### src/rtl/cnn_pkg.sv
// cnn_pkg: shared constants and FSM state encoding for the CNN front end.
//   IMG_W, IMG_H : default image geometry in pixels
//   PIX_W        : pixel width in bits
//   ADDR_W       : image_mem pixel address width
//   state_t      : patch address generator FSM states
package cnn_pkg;
    localparam int IMG_W  = 28;
    localparam int IMG_H  = 28;
    localparam int PIX_W  = 8;
    localparam int ADDR_W = 10;

    typedef enum logic [2:0] {
        IDLE,
        ISSUE,
        LOAD,
        VALID,
        DONE
    } state_t;
endpackage

### src/rtl/window_counter.sv
// window_counter: tracks the 3x3 window position during an image sweep.
// Ports:
//   clk, rst  : clock, synchronous active-high reset
//   clear     : return to the origin (end of sweep)
//   advance   : step to the next window position
//   base      : address of the window's top-left pixel
//   row, col  : output-map coordinates of the window
//   last      : current position is the final window of the sweep
// Address stepping is additive only: base moves by STRIDE along a row and
// row_base moves by STRIDE*IMG_W on each row wrap.
module window_counter #(
    parameter int IMG_W  = cnn_pkg::IMG_W,
    parameter int IMG_H  = cnn_pkg::IMG_H,
    parameter int STRIDE = 1,
    parameter int ADDR_W = cnn_pkg::ADDR_W
) (
    input  logic              clk,
    input  logic              rst,
    input  logic              clear,
    input  logic              advance,
    output logic [ADDR_W-1:0] base,
    output logic [7:0]        row,
    output logic [7:0]        col,
    output logic              last
);
    import cnn_pkg::*;

    localparam int OUT_W = (IMG_W - 3) / STRIDE + 1;
    localparam int OUT_H = (IMG_H - 3) / STRIDE + 1;

    localparam logic [ADDR_W-1:0] COL_STEP = ADDR_W'(STRIDE);
    localparam logic [ADDR_W-1:0] ROW_STEP = ADDR_W'(STRIDE * IMG_W);
    localparam logic [7:0]        LAST_COL = 8'(OUT_W - 1);
    localparam logic [7:0]        LAST_ROW = 8'(OUT_H - 1);

    logic [ADDR_W-1:0] row_base;
    logic [ADDR_W-1:0] row_base_next;

    assign row_base_next = row_base + ROW_STEP;
    assign last          = (row == LAST_ROW) && (col == LAST_COL);

    always_ff @(posedge clk) begin
        if (rst || clear) begin
            base     <= '0;
            row_base <= '0;
            row      <= '0;
            col      <= '0;
        end else if (advance) begin
            if (col == LAST_COL) begin
                // Row wrap: the new row starts at the new row_base.
                row_base <= row_base_next;
                base     <= row_base_next;
                col      <= '0;
                row      <= row + 8'd1;
            end else begin
                base <= base + COL_STEP;
                col  <= col + 8'd1;
            end
        end
    end
endmodule

### src/rtl/patch_addr_gen.sv
// patch_addr_gen: initiator side of the 3x3 patch fetch interface.
// Sweeps a 3x3 window over an IMG_W x IMG_H row-major image, driving nine
// image_mem read addresses, a load strobe one cycle later (read latency 1),
// and then patch_valid until the conv datapath accepts the patch.
// Ports:
//   clk, rst                    : clock, synchronous active-high reset
//   start                       : begin a full sweep (only honoured in IDLE)
//   patch_ready                 : downstream accepts the current patch
//   pixel_addr0..pixel_addr8    : window addresses, row-major
//   load                        : capture strobe for the patch latch
//   patch_valid                 : latched patch is valid
//   patch_row, patch_col        : output-map position of the patch
//   busy                        : any state other than IDLE
//   done                        : one-cycle pulse after the last handshake
//   patch_idx (PATCH_IDX_EN)    : linear patch index row*OUT_W+col
// Optional feature macro: PATCH_IDX_EN adds the patch_idx output/counter.
module patch_addr_gen #(
    parameter int IMG_W  = cnn_pkg::IMG_W,
    parameter int IMG_H  = cnn_pkg::IMG_H,
    parameter int STRIDE = 1,
    parameter int ADDR_W = cnn_pkg::ADDR_W
) (
    input  logic              clk,
    input  logic              rst,
    input  logic              start,
    input  logic              patch_ready,
    output logic [ADDR_W-1:0] pixel_addr0,
    output logic [ADDR_W-1:0] pixel_addr1,
    output logic [ADDR_W-1:0] pixel_addr2,
    output logic [ADDR_W-1:0] pixel_addr3,
    output logic [ADDR_W-1:0] pixel_addr4,
    output logic [ADDR_W-1:0] pixel_addr5,
    output logic [ADDR_W-1:0] pixel_addr6,
    output logic [ADDR_W-1:0] pixel_addr7,
    output logic [ADDR_W-1:0] pixel_addr8,
    output logic              load,
    output logic              patch_valid,
    output logic [7:0]        patch_row,
    output logic [7:0]        patch_col,
    output logic              busy,
    output logic              done
`ifdef PATCH_IDX_EN
    ,
    output logic [ADDR_W-1:0] patch_idx
`endif
);
    import cnn_pkg::*;

    localparam logic [ADDR_W-1:0] W1 = ADDR_W'(IMG_W);
    localparam logic [ADDR_W-1:0] W2 = ADDR_W'(2 * IMG_W);

    state_t            state;
    state_t            state_next;
    logic              advance;
    logic              clear;
    logic              last;
    logic              addr_en;
    logic [ADDR_W-1:0] base;
    logic [ADDR_W-1:0] b;

    window_counter #(
        .IMG_W  (IMG_W),
        .IMG_H  (IMG_H),
        .STRIDE (STRIDE),
        .ADDR_W (ADDR_W)
    ) u_window (
        .clk     (clk),
        .rst     (rst),
        .clear   (clear),
        .advance (advance),
        .base    (base),
        .row     (patch_row),
        .col     (patch_col),
        .last    (last)
    );

    always_ff @(posedge clk) begin
        if (rst) begin
            state <= IDLE;
        end else begin
            state <= state_next;
        end
    end

    always_comb begin
        state_next = state;
        advance    = 1'b0;
        clear      = 1'b0;
        case (state)
            IDLE:  if (start) state_next = ISSUE;
            ISSUE: state_next = LOAD;
            LOAD:  state_next = VALID;
            VALID: begin
                if (patch_ready) begin
                    if (last) begin
                        state_next = DONE;
                    end else begin
                        // Window moves at the same edge that re-enters ISSUE.
                        advance    = 1'b1;
                        state_next = ISSUE;
                    end
                end
            end
            DONE: begin
                clear      = 1'b1;
                state_next = IDLE;
            end
            default: state_next = IDLE;
        endcase
    end

    assign load        = (state == LOAD);
    assign patch_valid = (state == VALID);
    assign busy        = (state != IDLE);
    assign done        = (state == DONE);

    // base only changes on a handshake edge, so the constant-offset
    // addresses hold from ISSUE through VALID; they read 0 while idle.
    assign addr_en     = (state != IDLE);
    assign b           = addr_en ? base : '0;
    assign pixel_addr0 = addr_en ? b                 : '0;
    assign pixel_addr1 = addr_en ? b + ADDR_W'(1)    : '0;
    assign pixel_addr2 = addr_en ? b + ADDR_W'(2)    : '0;
    assign pixel_addr3 = addr_en ? b + W1            : '0;
    assign pixel_addr4 = addr_en ? b + W1 + ADDR_W'(1) : '0;
    assign pixel_addr5 = addr_en ? b + W1 + ADDR_W'(2) : '0;
    assign pixel_addr6 = addr_en ? b + W2            : '0;
    assign pixel_addr7 = addr_en ? b + W2 + ADDR_W'(1) : '0;
    assign pixel_addr8 = addr_en ? b + W2 + ADDR_W'(2) : '0;

`ifdef PATCH_IDX_EN
    // Counts non-final handshakes, so it holds OUT_W*OUT_H-1 through DONE.
    always_ff @(posedge clk) begin
        if (rst || clear) begin
            patch_idx <= '0;
        end else if (advance) begin
            patch_idx <= patch_idx + ADDR_W'(1);
        end
    end
`endif
endmodule

### config.mk
export PLATFORM = sky130hd
export DESIGN_NAME = patch_addr_gen
export DESIGN_NICKNAME = d
export VERILOG_FILES = /design/src/rtl/cnn_pkg.sv /design/src/rtl/window_counter.sv /design/src/rtl/patch_addr_gen.sv
export SDC_FILE = /design/constraint.sdc
export NUM_CORES = 1
export LEC_CHECK = 0
export CAP_MARGIN = 20
export CORE_UTILIZATION = 40
export DETAILED_ROUTE_END_ITERATION = 8
export GPL_TIMING_DRIVEN = 0
export PLACE_DENSITY = 0.85
export SYNTH_ARGS = -nofsm -noshare
export SYNTH_HDL_FRONTEND = slang
export SYNTH_SLANG_ARGS = --single-unit
### constraint.sdc
create_clock -name clk -period 2.6 [get_ports clk]
set_clock_uncertainty 0.1 [all_clocks]
set_input_delay 0.52 -clock clk [delete_from_list [all_inputs] [get_ports clk]]
set_output_delay 0.52 -clock clk [all_outputs]
set_load 0.05 [all_outputs]
; Word-level counts from Yosys, hierarchy flattened
; Index checks and enable logic that the tools add are counted.
[op_classes]
n_addsub = 12
reduce_logical = 6
n_mux = 20
n_eq_ne = 8
[op_table]
columns = op, n
row1 = two-way mux 10 bit, 11
row2 = "adder 10 x 1 -> 10 bit, second input constant", 4
row3 = "adder 10 x 2 -> 10 bit, second input constant", 3
row4 = "adder 10 x 5 -> 10 bit, second input constant", 2
row5 = "adder 8 x 1 -> 8 bit, second input constant", 2
row6 = "== test 8 x 5 -> 1 bit, second input constant", 2
row7 = one-hot mux 3 bit (4 select lines), 1
row8 = "adder 10 x 6 -> 10 bit, second input constant", 1
row9 = two-way mux 3 bit, 3
row10 = two-way mux 8 bit, 1
row11 = "== test 3 x 2 -> 1 bit, second input constant", 2
row12 = two-way mux 1 bit, 4
row13 = "inequality test 2 bit, second input constant", 2
row14 = AND reduction 2 bit, 2
row15 = "== test 3 x 1 -> 1 bit, second input constant", 1
row16 = "== test 3 bit, second input constant", 1
row17 = logical NOT 3 bit, 1
row18 = nonzero test 3 bit, 1
row19 = logical AND 1 bit, 1
row20 = logical OR 1 bit, 1
[word_totals]
ff_bits = 39
output_inout_bits = 110

; Longest topological paths before layout
[logic_depth]
word_depth = 6
ltp_mapped = 13

; Hierarchy
; Synthesis repeated with hierarchy kept, for this count alone.
[hier_totals]
hier_cells = 455
area_unflattened_um2 = 3315.7
[modules_own_cells]
columns = mod, seq_area_each_um2, n_inst, area_per_inst_um2, cells_each
row1 = window_counter, 680.7, 1, 1732.9, 209
row2 = patch_addr_gen, 60.1, 1, 1582.8, 246

; Worst setup path after synthesis
; Ideal clock, no wire load.
[synth_path]
path_type = register -> output
from = register state[1]
to = output pixel_addr7[3]
required_ns = 1.980
setup_slack_ns = -1.969
arrival_time_ns = 3.949
path_stages_with_launch = 12
cell_sequence = dfxtp_1 clkbuf_1 nor3_2 inv_1 clkbuf_1 and2_1 ha_1 clkbuf_1 nand2_1 xor2_1 nor2_1 nor2_1
[synth_via]
elab_chain_len = 5
[synth_lines]
columns = item, line
row1 = start: declaration, patch_addr_gen.sv:52  ; state_t state;
row2 = start signal: assignment, patch_addr_gen.sv:81  ; state <= state_next;
row3 = nonzero test 3 bit (*), --
row4 = named net busy, patch_addr_gen.sv:40  ; output logic busy,
row5 = two-way mux 10 bit, patch_addr_gen.sv:120  ; assign b = addr_en ? base : '0;
row6 = adder 10 x 6 -> 10 bit, patch_addr_gen.sv:128  ; assign pixel_addr7 = addr_en ? b + W2 + ADDR_W'(1) : '0;
row7 = adder 10 x 1 -> 10 bit, patch_addr_gen.sv:128
row8 = two-way mux 10 bit (*), patch_addr_gen.sv:128
row9 = end: declaration, patch_addr_gen.sv:34  ; output logic [ADDR_W-1:0] pixel_addr7,
; The timed path passes the listed nets; every way through them passes the cells marked *.

; Worst setup path in the final report
[layout_path]
from = register state[1]
to = output pixel_addr7[6]
[layout_via]
elab_chain_len = 5
[layout_lines]
columns = item, line
row1 = nonzero test 3 bit (*), patch_addr_gen.sv:119  ; assign addr_en = (state != IDLE);
row2 = two-way mux 10 bit, patch_addr_gen.sv:120
row3 = adder 10 x 6 -> 10 bit, patch_addr_gen.sv:128
row4 = adder 10 x 1 -> 10 bit, patch_addr_gen.sv:128
row5 = two-way mux 10 bit (*), patch_addr_gen.sv:128
; Mark *: on every way between the ends. The rest lies on a longest branch, timed or not.

==> run summary <==
Outcome = complete, but fails checks
Failing checks = negative setup slack
Cell Pwr Density = 267 nW/um^2
Synth warnings = 0
IO Count = 114
Uppermost layer routed = met4
Slew HR = 46.6%
Gpl congestion = 0.904
Setup TNS = -14.76 ns
Worst setup endpoint = pixel_addr7[6]
Placed cell area = 5160 um^2
CTS tree = built
GR Util All Layers = 33.0%
Synth top area share = 22.2%
CTS Buf Count = 5
Leakage power = 2.54 nW
Antenna violations before repair = 0
Core Area = 7890 um^2
Post-synth EDFFs = 0
Die ar. = 8720 um^2
CTS H-Tree Depth = 2
Die Height = 93.4 um
CP Data Arrival Time = 2.47 ns
CP Capture Type = output port
Syn nets = 486
Post-DP HPWL = 8350 um
Final ANT Viol Nets = 0
Pin count of the biggest net entering global routing = 13
Worst R2R End = u_window.base[5]$_SDFFE_PP0P_
Vias in the first global route = 4251
Drt total wl = 16600 um
Syn-to-layout area delta = 91.8%
Kind of critical path = reg2out
Post-route minimum period = 3.09 ns
Syn Inst Count = 470
R2r worst-path depth = 8
Die width = 93.4 um
CP cell instances = nor3_4, inv_2, clkbuf_16, nand2_8, clkinvlp_4, ha_2, nand2_4, nor2_1, a21oi_2, xnor2_2, nor2_4, buf_6
Crit path max-delay family = simple AND/OR/NAND/NOR gates
Most frequent cell after synthesis = nor2_1
Post-synth ARST share = 0%
# rows = 32
DR WL met3 = 1330 um
R2R setup slack = 0.12 ns
Hold Slack = 0.415 ns
DR WL met2 = 8250 um
Synth cell count leaders = nor2_1, nand2_1, dfxtp_1, xnor2_1, xor2_1
Maximum VDD drop = 244 uV
Fin. max-slew vios = 0
MaxCap Viol Count = 0
Layout Cells excl Fill = 725
DRT iter0 DRCs = 332
Count of input and output buffers = 113
Worst-path cell with the longest stage delay = dfxtp_4
Nets = 638
Mapped cell area = 3340 um^2
Hold Path Origin = u_window.row_base[3]$_SDFFE_PP0P_
Mean post-synth cell area = 7.11 um^2
Diode count = 0
WP depth = 12
First-pass GRT wire length = 22400 um
Yosys top cell by area = dfxtp_1
Clock Tree Buf Depth = 2
Crit path buffers/inverters = 4
Top_reg_cell synth = dfxtp_1
Worst-Margin Slew = 0.794 ns
Wl on met1 = 5580 um
Design Area, Final = 6400 um^2
Hold Buf Count CTS = 0
Total chip power = 1.71 mW
Register area share after synthesis = 22.2%
Share of layout cells above drive strength 1 = 53.0%
Area contributors post-synth = dfxtp_1, xnor2_1, nor2_1
CP peak stage delay = 0.36 ns
Reg2reg start = u_window.col[0]$_SDFFE_PP0P_
RSZ-0062 raised after global routing = true
Crit Path Max Fanout = 6
Placed Cells incl. Taps = 685
Clk slew on worst S/H paths = 0.08 ns
Number of clock sinks = 37
Vias/cell = 6.07
Congestion Overflow GR = 0
Routed WL per cell = 22.8 um
Drt drc = 0
Setup violators final = 54
Initial Util = 42.3%
Clk_lat worst skew = 0.30 ns
PnR worst setup slack = -0.494 ns
Worst setup path start = state[1]$_SDFFE_PP0P_
Via count = 4401
Hold Fails Final Rpt = 0
FF+latch count, synth = 37
Clock root buffer = clkbuf_8
Achievable Freq = 0.323 GHz
HP Class = reg2reg
Startpoint types = flop
First-pass detailed-route iteration total = 6
Synth cell types = 49
Critical Path RT = 1.98 ns
Final period util = 119%
metal layers:
metal | global-route usage (%) | up-vias
met5 | 0 | -
met4 | 19.4 | 0
met3 | 5.20 | 124
met2 | 59.3 | 329
met1 | 36.7 | 2091
li1 | - | 1857
final cells by class:
cell class	instances	area, um^2
buffer	43	359
sequential	37	758
inverter	11	48.8
tap	102	128
fill	434	1480
clock inverter	3	17.5
timing repair buffer	150	1530
clock buffer	5	68.8
multi-input combinational	374	3500
registers in the layout (all words and copies together), names as in the netlist:
name and flops:
u_window.row_base 8, u_window.col 8, u_window.row 8, u_window.base 10, state 3
logic make-up after synthesis:
logic type / after synthesis / share of synthesized area (%)
simple gates: 235 / 36.2
xor+xnor: 68 / 17.8
buf+inv: 60 / 8.81
compound gates: 55 / 9.55
flops: 37 / 22.2
fa+ha+maj: 12 / 4.50
mux: 3 / 0.899
cells in the final DEF (no fill, tap or decap), drive strengths merged, types with 9 or more instances in the layout:
master,netlist,layout
nor3,16,16
buf,25,123
o21ai,20,20
xor2,31,31
clkdlybuf4s15,0,11
a21oi,23,23
clkdlybuf4s50,0,21
inv,11,9
and2,14,14
ha,12,12
xnor2,37,37
nand4,12,12
clkbuf,24,32
dfxtp,37,37
nand3,17,17
nor2,88,88
nand2,41,42
power by group:
part	internal, mW	total [mW]	switching [mW]
logic	0.225	0.720	0.496
clock network	0.185	0.414	0.228
registers	0.569	0.575	0.00607
total	0.979	1.71	0.730
through the flow:
step	util (%)	setup WS (ns)
3_5_place_dp	65.5	-1.30
5_1_grt	81.2	-0.552
3_3_place_gp	65.5	-1.26
6_report	81.2	-0.494
2_1_floorplan	-	-0.534
4_1_cts	76.1	-0.420
how the worst min path moves through the flow:
stage / end / slack [ns] / cells past startpoint
after floorplan: u_window.row_base[3]$_SDFFE_PP0P_ / 0.36 / 2
after global placement: u_window.row_base[3]$_SDFFE_PP0P_ / 0.37 / 2
after detailed placement: u_window.row_base[3]$_SDFFE_PP0P_ / 0.40 / 2
after CTS: u_window.row_base[3]$_SDFFE_PP0P_ / 0.41 / 2
after global routing: u_window.row_base[3]$_SDFFE_PP0P_ / 0.44 / 2
final: u_window.row_base[3]$_SDFFE_PP0P_ / 0.41 / 2
worst register-to-register path, stage by stage (launching register included):
cell,delay (ns)
dfxtp_1,0.46
ha_1,0.20
or4b_4,0.51
or2_1,0.26
buf_6,0.15
clkbuf_1,0.24
nand2_1,0.14
o22ai_1,0.09
a32o_1,0.23
what timing repair did:
item	in CTS	in global routing
resized for setup	564	145
buffers inserted	23	15
pin swaps	26	23
cloned	1	0
endpoints found under the setup margin	91	111
hold endpoints to repair	0	0
Note: power is estimated with default switching activity, not from simulation.
